File: config.mk
export PLATFORM = sky130hd
export DESIGN_NAME = axi_rd_burst_split
export DESIGN_NICKNAME = d
export VERILOG_FILES = /design/src/rtl/axi_rd_burst_split.sv
export SDC_FILE = /design/constraint.sdc
export NUM_CORES = 1
export LEC_CHECK = 0
export CAP_MARGIN = 20
export CORE_MARGIN = 5
export CORE_UTILIZATION = 40
export CTS_CLUSTER_SIZE = 10
export DETAILED_ROUTE_END_ITERATION = 12
export PLACE_DENSITY = 0.78
export SLEW_MARGIN = 10
export SYNTH_ARGS = -nofsm -noshare
export SYNTH_HDL_FRONTEND = slang
export SYNTH_SLANG_ARGS = --single-unit
File: constraint.sdc
create_clock -name i_clk -period 3.4 [get_ports i_clk]
set_input_delay 0.68 -clock i_clk [delete_from_list [all_inputs] [get_ports i_clk]]
set_output_delay 0.68 -clock i_clk [all_outputs]
set_load 0.01 [all_outputs]
File: src/rtl/axi_rd_burst_split.sv
// ---------------------------------------------------------------------------
// axi_rd_burst_split
//
// Purpose:
//   Sits in front of the on-chip AXI memory wrapper on the read path. That
//   wrapper only understands single-beat reads, so this block accepts a full
//   AXI4 read burst (FIXED / INCR / WRAP, 1..256 beats) and replays it
//   downstream as a serial sequence of single-beat reads. The returned beats
//   are handed back to the master with the original RID and a correct RLAST.
//   Only one downstream read is outstanding at a time.
//
// Optional feature (macro AXI_RD_SPLIT_ERR_EN):
//   Defined   - reserved bursts (2'b11) and WRAP bursts whose length is not
//               2/4/8/16 beats are rejected without touching memory; the
//               block returns len+1 SLVERR beats with zero data itself.
//   Undefined - reserved bursts behave as INCR, WRAP always uses the boundary
//               formula, and no error response is generated internally.
//
// Ports:
//   i_clk, i_rst               clock, synchronous active-high reset
//   i_ar* / o_arready          upstream AXI read-address channel
//   o_r*  / i_rready           upstream AXI read-data channel
//   o_m_ar* / i_m_arready      downstream single-beat read-address channel
//   i_m_r* / o_m_rready        downstream read-data channel
//
// Parameters:
//   ID_WIDTH  width of ARID/RID (>= 1)
//   AW        address width on both sides (>= 16 so the WRAP boundary fits)
//   DW        data width, fixed at 64 by the memory wrapper
// ---------------------------------------------------------------------------
module axi_rd_burst_split #(
    parameter int ID_WIDTH = 1,
    parameter int AW       = 32,
    parameter int DW       = 64
) (
    input  logic                i_clk,
    input  logic                i_rst,
    input  logic [ID_WIDTH-1:0] i_arid,
    input  logic [AW-1:0]       i_araddr,
    input  logic [7:0]          i_arlen,
    input  logic [2:0]          i_arsize,
    input  logic [1:0]          i_arburst,
    input  logic                i_arvalid,
    output logic                o_arready,
    output logic [ID_WIDTH-1:0] o_rid,
    output logic [DW-1:0]       o_rdata,
    output logic [1:0]          o_rresp,
    output logic                o_rlast,
    output logic                o_rvalid,
    input  logic                i_rready,
    output logic [AW-1:0]       o_m_araddr,
    output logic [2:0]          o_m_arsize,
    output logic                o_m_arvalid,
    input  logic                i_m_arready,
    input  logic [DW-1:0]       i_m_rdata,
    input  logic [1:0]          i_m_rresp,
    input  logic                i_m_rvalid,
    output logic                o_m_rready
);

    localparam logic [1:0] S_IDLE = 2'd0;
    localparam logic [1:0] S_ADDR = 2'd1;
    localparam logic [1:0] S_DATA = 2'd2;
`ifdef AXI_RD_SPLIT_ERR_EN
    localparam logic [1:0] S_ERR  = 2'd3;
`endif

    localparam logic [1:0] BURST_FIXED = 2'b00;
    localparam logic [1:0] BURST_WRAP  = 2'b10;

    logic [1:0]          state_q,   state_d;
    logic [ID_WIDTH-1:0] id_q,      id_d;
    logic [AW-1:0]       addr_q,    addr_d;
    logic [7:0]          len_q,     len_d;
    logic [2:0]          size_q,    size_d;
    logic [1:0]          burst_q,   burst_d;
    logic [7:0]          cnt_q,     cnt_d;
    logic                arready_q, arready_d;

    logic [AW-1:0] step;
    logic [AW-1:0] addr_inc;
    logic [AW-1:0] wrap_mask;
    logic [AW-1:0] addr_next;
    logic          last_beat;
    logic          burst_illegal;

    // Address of the following beat. WRAP keeps the bits above the wrap
    // boundary and lets only the bits inside it advance. Anything that is
    // not FIXED or WRAP (including the reserved encoding) steps like INCR.
    always_comb begin
        step      = AW'(1) << size_q;
        addr_inc  = addr_q + step;
        wrap_mask = ((AW'(len_q) + AW'(1)) << size_q) - AW'(1);
        case (burst_q)
            BURST_FIXED: addr_next = addr_q;
            BURST_WRAP:  addr_next = (addr_q & ~wrap_mask) | (addr_inc & wrap_mask);
            default:     addr_next = addr_inc;
        endcase
    end

    // Classify the incoming request before it is accepted, so an illegal
    // burst can go straight to the error state without a downstream read.
    always_comb begin
`ifdef AXI_RD_SPLIT_ERR_EN
        burst_illegal = (i_arburst == 2'b11) ||
                        ((i_arburst == BURST_WRAP) &&
                         !((i_arlen == 8'd1) || (i_arlen == 8'd3) ||
                           (i_arlen == 8'd7) || (i_arlen == 8'd15)));
`else
        burst_illegal = 1'b0;
`endif
    end

    assign last_beat = (cnt_q == len_q);

    // Main FSM. The R payload is a straight combinational pass-through in
    // DATA so no beat is ever held in this block. Every output is forced to
    // zero while reset is high, which also cuts off a beat in flight.
    always_comb begin
        state_d     = state_q;
        id_d        = id_q;
        addr_d      = addr_q;
        len_d       = len_q;
        size_d      = size_q;
        burst_d     = burst_q;
        cnt_d       = cnt_q;
        o_m_arvalid = 1'b0;
        o_m_rready  = 1'b0;
        o_rvalid    = 1'b0;
        o_rdata     = '0;
        o_rresp     = 2'b00;
        o_rlast     = 1'b0;

        case (state_q)
            S_IDLE: begin
                if (i_arvalid && arready_q) begin
                    id_d    = i_arid;
                    addr_d  = i_araddr;
                    len_d   = i_arlen;
                    size_d  = i_arsize;
                    burst_d = i_arburst;
                    cnt_d   = 8'd0;
`ifdef AXI_RD_SPLIT_ERR_EN
                    state_d = burst_illegal ? S_ERR : S_ADDR;
`else
                    state_d = S_ADDR;
`endif
                end
            end
            S_ADDR: begin
                o_m_arvalid = 1'b1;
                if (i_m_arready) begin
                    state_d = S_DATA;
                end
            end
            S_DATA: begin
                o_rvalid   = i_m_rvalid;
                o_m_rready = i_rready;
                o_rdata    = i_m_rdata;
                o_rresp    = i_m_rresp;
                o_rlast    = last_beat;
                if (i_m_rvalid && i_rready) begin
                    if (last_beat) begin
                        state_d = S_IDLE;
                    end else begin
                        cnt_d   = cnt_q + 8'd1;
                        addr_d  = addr_next;
                        state_d = S_ADDR;
                    end
                end
            end
`ifdef AXI_RD_SPLIT_ERR_EN
            S_ERR: begin
                o_rvalid = 1'b1;
                o_rresp  = 2'b10;
                o_rlast  = last_beat;
                if (i_rready) begin
                    if (last_beat) begin
                        state_d = S_IDLE;
                    end else begin
                        cnt_d = cnt_q + 8'd1;
                    end
                end
            end
`endif
            default: begin
                state_d = S_IDLE;
            end
        endcase

        // o_arready is registered: it is high exactly when the FSM sits in
        // IDLE, so it is computed from the next state.
        arready_d = (state_d == S_IDLE);

        if (i_rst) begin
            o_m_arvalid = 1'b0;
            o_m_rready  = 1'b0;
            o_rvalid    = 1'b0;
            o_rdata     = '0;
            o_rresp     = 2'b00;
            o_rlast     = 1'b0;
        end
    end

    assign o_arready  = arready_q & ~i_rst;
    assign o_rid      = i_rst ? '0 : id_q;
    assign o_m_araddr = i_rst ? '0 : addr_q;
    assign o_m_arsize = i_rst ? 3'd0 : size_q;

    always_ff @(posedge i_clk) begin
        if (i_rst) begin
            state_q   <= S_IDLE;
            id_q      <= '0;
            addr_q    <= '0;
            len_q     <= 8'd0;
            size_q    <= 3'd0;
            burst_q   <= 2'b00;
            cnt_q     <= 8'd0;
            arready_q <= 1'b0;
        end else begin
            state_q   <= state_d;
            id_q      <= id_d;
            addr_q    <= addr_d;
            len_q     <= len_d;
            size_q    <= size_d;
            burst_q   <= burst_d;
            cnt_q     <= cnt_d;
            arready_q <= arready_d;
        end
    end

endmodule
==> flow_metrics.py <==
metrics = {
    "cts": {
        "clockBufferDepth": 2,
        "cts_tree": "built",
        "clkSinkCount": 57,
        "worstSkewPairLatency_ns": 0.33,
        "cts.clk_slew.worst_paths_ns": 0.05,
        "clockRootBuffer": "clkbuf_16",
        "cts_made_buffers": 9,
        "htree_levels": 3,
    },
    "worst_hold_path": {
        "worst_hold_path_type": "flop to flop",
    },
    "power": {
        "p_per_area_mw_per_mm2": 287.7,
        "p_leak_nw": 3.173,
        "p_total_w": 0.002438,
        "ir_drop_mv": 0.2607,
    },
    "routing": {
        "routed_wl_mm": 20.26,
        "first_pass_iters": 5,
        "drc": 0,
        "drtIter0Drc": 468,
        "viasPerCell": 5.552,
        "num_vias": 6590,
        "wl_per_cell_um": 17.07,
        "ant_nets": 0,
    },
    "floorplan": {
        "initial_core_util_pct": 41.12,
        "rows": 42,
        "die_x_um": 127.4,
        "die_area_mm2": 0.01622,
        "die_y_um": 127.4,
        "pin_count": 225,
        "coreArea_mm2": 0.01340,
    },
    "synth": {
        "synth_cell_types": 87,
        "synth_edf_count": 0,
        "synthArstFlopShare_pct": 0,
        "ys.flop_type": "dfxtp_1",
        "syn_nets": 913,
        "syn_avg_cell_area_um2": 7.046,
        "yosysWarnings": 0,
        "synth_area_mm2": 0.005510,
        "synthCells": 782,
        "yosysSeqAreaShare_pct": 20.71,
        "ys_ff_latch": 57,
    },
    "placed_design": {
        "portBuffers": 224,
        "dp_slack_ns": 0.1101,
        "place_inst": 1169,
        "hpwl_mm": 16.14,
        "routabilityCongestion": 0.9534,
    },
    "worst_setup_path": {
        "cp.required_ns": 3.66,
        "crit_arrival_ns": 3.46,
        "cp-end-kind": "flop",
        "crit_path_start_kind": "flop",
        "critPathMaxFanout": 3,
        "path_class": "flop to flop",
    },
    "timing": {
        "finClkSkew_ns": 0.005004,
        "worst_pin_slew_ns": 0.6299,
        "max_freq_mhz": 312.9,
        "setup_violations": 0,
        "fin_ws_ns": 0.2037,
        "finalHoldViolations": 0,
        "rsz0062_at_grt": "no",
        "fin_crit_sh_pct": 94.01,
        "setup_tns_ns": 0,
        "maxSlewViolCount": 0,
        "relSlewSlack_pct": 57.76,
        "fin_crit_ns": 3.196,
    },
    "cells_and_area": {
        "fin_nets": 1138,
        "diodes": 0,
        "synthToLayoutAreaGrowth_pct": 53.75,
        "drive_gt1_share_pct": 10.58,
        "fin_util_pct": 63.22,
        "fin_cells": 1187,
    },
    "global_routing": {
        "antenna_found_initial": 1,
        "first_global_vias": 6341,
        "grt_overflow": 0,
        "grt_pass1_wl_mm": 32.02,
        "grtUsageTotal_pct": 24.12,
        "grt_max_degree": 70,
    },
    "job": {
        "drv_cap": 0,
    },
    "outcome": {
        "outcome": "complete, no violations",
    },
}
-- final cells by class --
| cell class | count | area (um^2) |
|---|---|---|
| clock inverter | 3 | 40.04 |
| sequential | 57 | 1145 |
| fill | 1168 | 4928 |
| timing repair buffer | 270 | 2615 |
| tap | 176 | 220.2 |
| clock buffer | 12 | 256.5 |
| inverter | 26 | 97.59 |
| multi-input combinational | 643 | 4098 |
-- cell usage after synthesis (all sizes together), types with 3 or more instances --
| cell | number | area (um^2) |
|---|---|---|
| ha | 12 | 150.1 |
| o2bb2ai | 3 | 26.28 |
| or3 | 9 | 56.30 |
| o311a | 3 | 30.03 |
| nor3 | 21 | 120.1 |
| a21oi | 53 | 265.3 |
| o2111ai | 3 | 26.28 |
| inv | 26 | 97.59 |
| a211oi | 15 | 112.6 |
| a21o | 3 | 22.52 |
| a22oi | 7 | 52.55 |
| o31a | 4 | 35.03 |
| o211ai | 6 | 45.04 |
| nand4 | 9 | 56.30 |
| nand3b | 6 | 45.04 |
| buf | 23 | 112.6 |
| clkbuf | 33 | 123.9 |
| a31oi | 15 | 93.84 |
| or4 | 3 | 26.27 |
| and3 | 14 | 87.58 |
| xor2 | 19 | 166.4 |
| dfxtp | 57 | 1141 |
| nand2b | 8 | 50.05 |
| a211o | 5 | 43.79 |
| a2111oi | 4 | 36.29 |
| and2 | 71 | 444.2 |
| o21ai | 38 | 190.2 |
| o221a | 3 | 33.78 |
| a31o | 3 | 26.28 |
| xnor2 | 12 | 105.1 |
| o31ai | 12 | 108.9 |
| a21boi | 3 | 26.27 |
| nor2 | 77 | 296.5 |
| mux2 | 5 | 56.30 |
| or2 | 5 | 31.28 |
| nand2 | 87 | 326.6 |
| o21a | 3 | 22.52 |
| and4 | 3 | 28.78 |
| nor3b | 3 | 27.52 |
| nor4 | 8 | 71.32 |
| a311oi | 5 | 43.79 |
| nand3 | 19 | 95.09 |
| nor2b | 35 | 219.0 |
-- worst paths after layout --
check	slack, ns	to	from	cells after the start
max reg2reg	0.20	flop	size_q[0]$_SDFFE_PP0P_	14
max	0.20	flop	size_q[0]$_SDFFE_PP0P_	14
min	0.45	id_q$_SDFFE_PP0P_	id_q$_SDFFE_PP0P_	2
min reg2reg	0.45	id_q$_SDFFE_PP0P_	id_q$_SDFFE_PP0P_	2
-- where the power goes --
group | internal (W) | switching [W]
Combinational | 0.000382 | 0.000367
Sequential | 0.000717 | 0.0000533
Clock | 0.000600 | 0.000318
-- through the flow --
stage | area [um^2] | hold slack [ns]
after detailed placement | 8112 | 0.4417
after global routing | 8472 | 0.4707
after CTS | 8408 | 0.4485
after floorplan | 5525 | 0.4318
after global placement | 8112 | 0.4390
final | 8472 | 0.4499
-- cells in the final DEF (no fill, tap or decap), types with 10 or more instances in the layout --
master,netlist,routed
xor2_1,19,19
nor3_1,18,17
ha_1,12,10
buf_4,1,43
nor2_1,76,74
and2_1,71,71
o21ai_0,32,31
dfxtp_1,57,54
inv_1,26,26
and3_1,14,14
xnor2_1,12,12
nand3_1,19,19
a211oi_1,15,14
a21oi_1,53,53
nand2_1,87,87
clkdlybuf4s50_1,0,223
a31oi_1,15,15
nor2b_1,35,34
-- metal layers --
| metal | vias up | part of all wire [%] | track usage [%] |
|---|---|---|---|
| met3 | 47 | 8.2 | 6.761 |
| met4 | 2 | 3.1 | 9.211 |
| li1 | 3239 | - | - |
| met5 | - | 0.064 | 0 |
| met2 | 264 | 49 | 41.81 |
| met1 | 3038 | 39 | 28.18 |
-- worst max-delay path: stages, from the launching register on --
cell and delay [ns]:
dfxtp_1 0.33, nor3_2 0.24, ha_2 0.23, inv_1 0.05
fa_2 0.34, nor2b_2 0.15, o21a_1 0.14, o21ai_1 0.09
a2111oi_2 0.37, buf_4 0.19, o2111ai_1 0.12, xnor2_1 0.18
a31o_2 0.25, a221o_1 0.34, a21oi_1 0.11
-- what timing repair did --
item                                    in CTS  in global routing
hold endpoints to repair                     0                  0
endpoints found under the setup margin       0                 12
buffers inserted                             0                  3
hold buffers                                 0                  0
resized for setup                            0                 13
-- cell families (layout without fill, tap and decap cells) --
kind of cell,count (synthesis),count (layout),share of synthesized area [%]
compound gates,213,213,27.73
xor+xnor,31,31,4.927
fa+ha+maj,13,13,3.088
buf+inv,82,311,6.063
flops,57,57,20.71
mux,6,6,1.203
simple gates,380,380,36.28
Note: power is estimated with default switching activity, not from simulation.
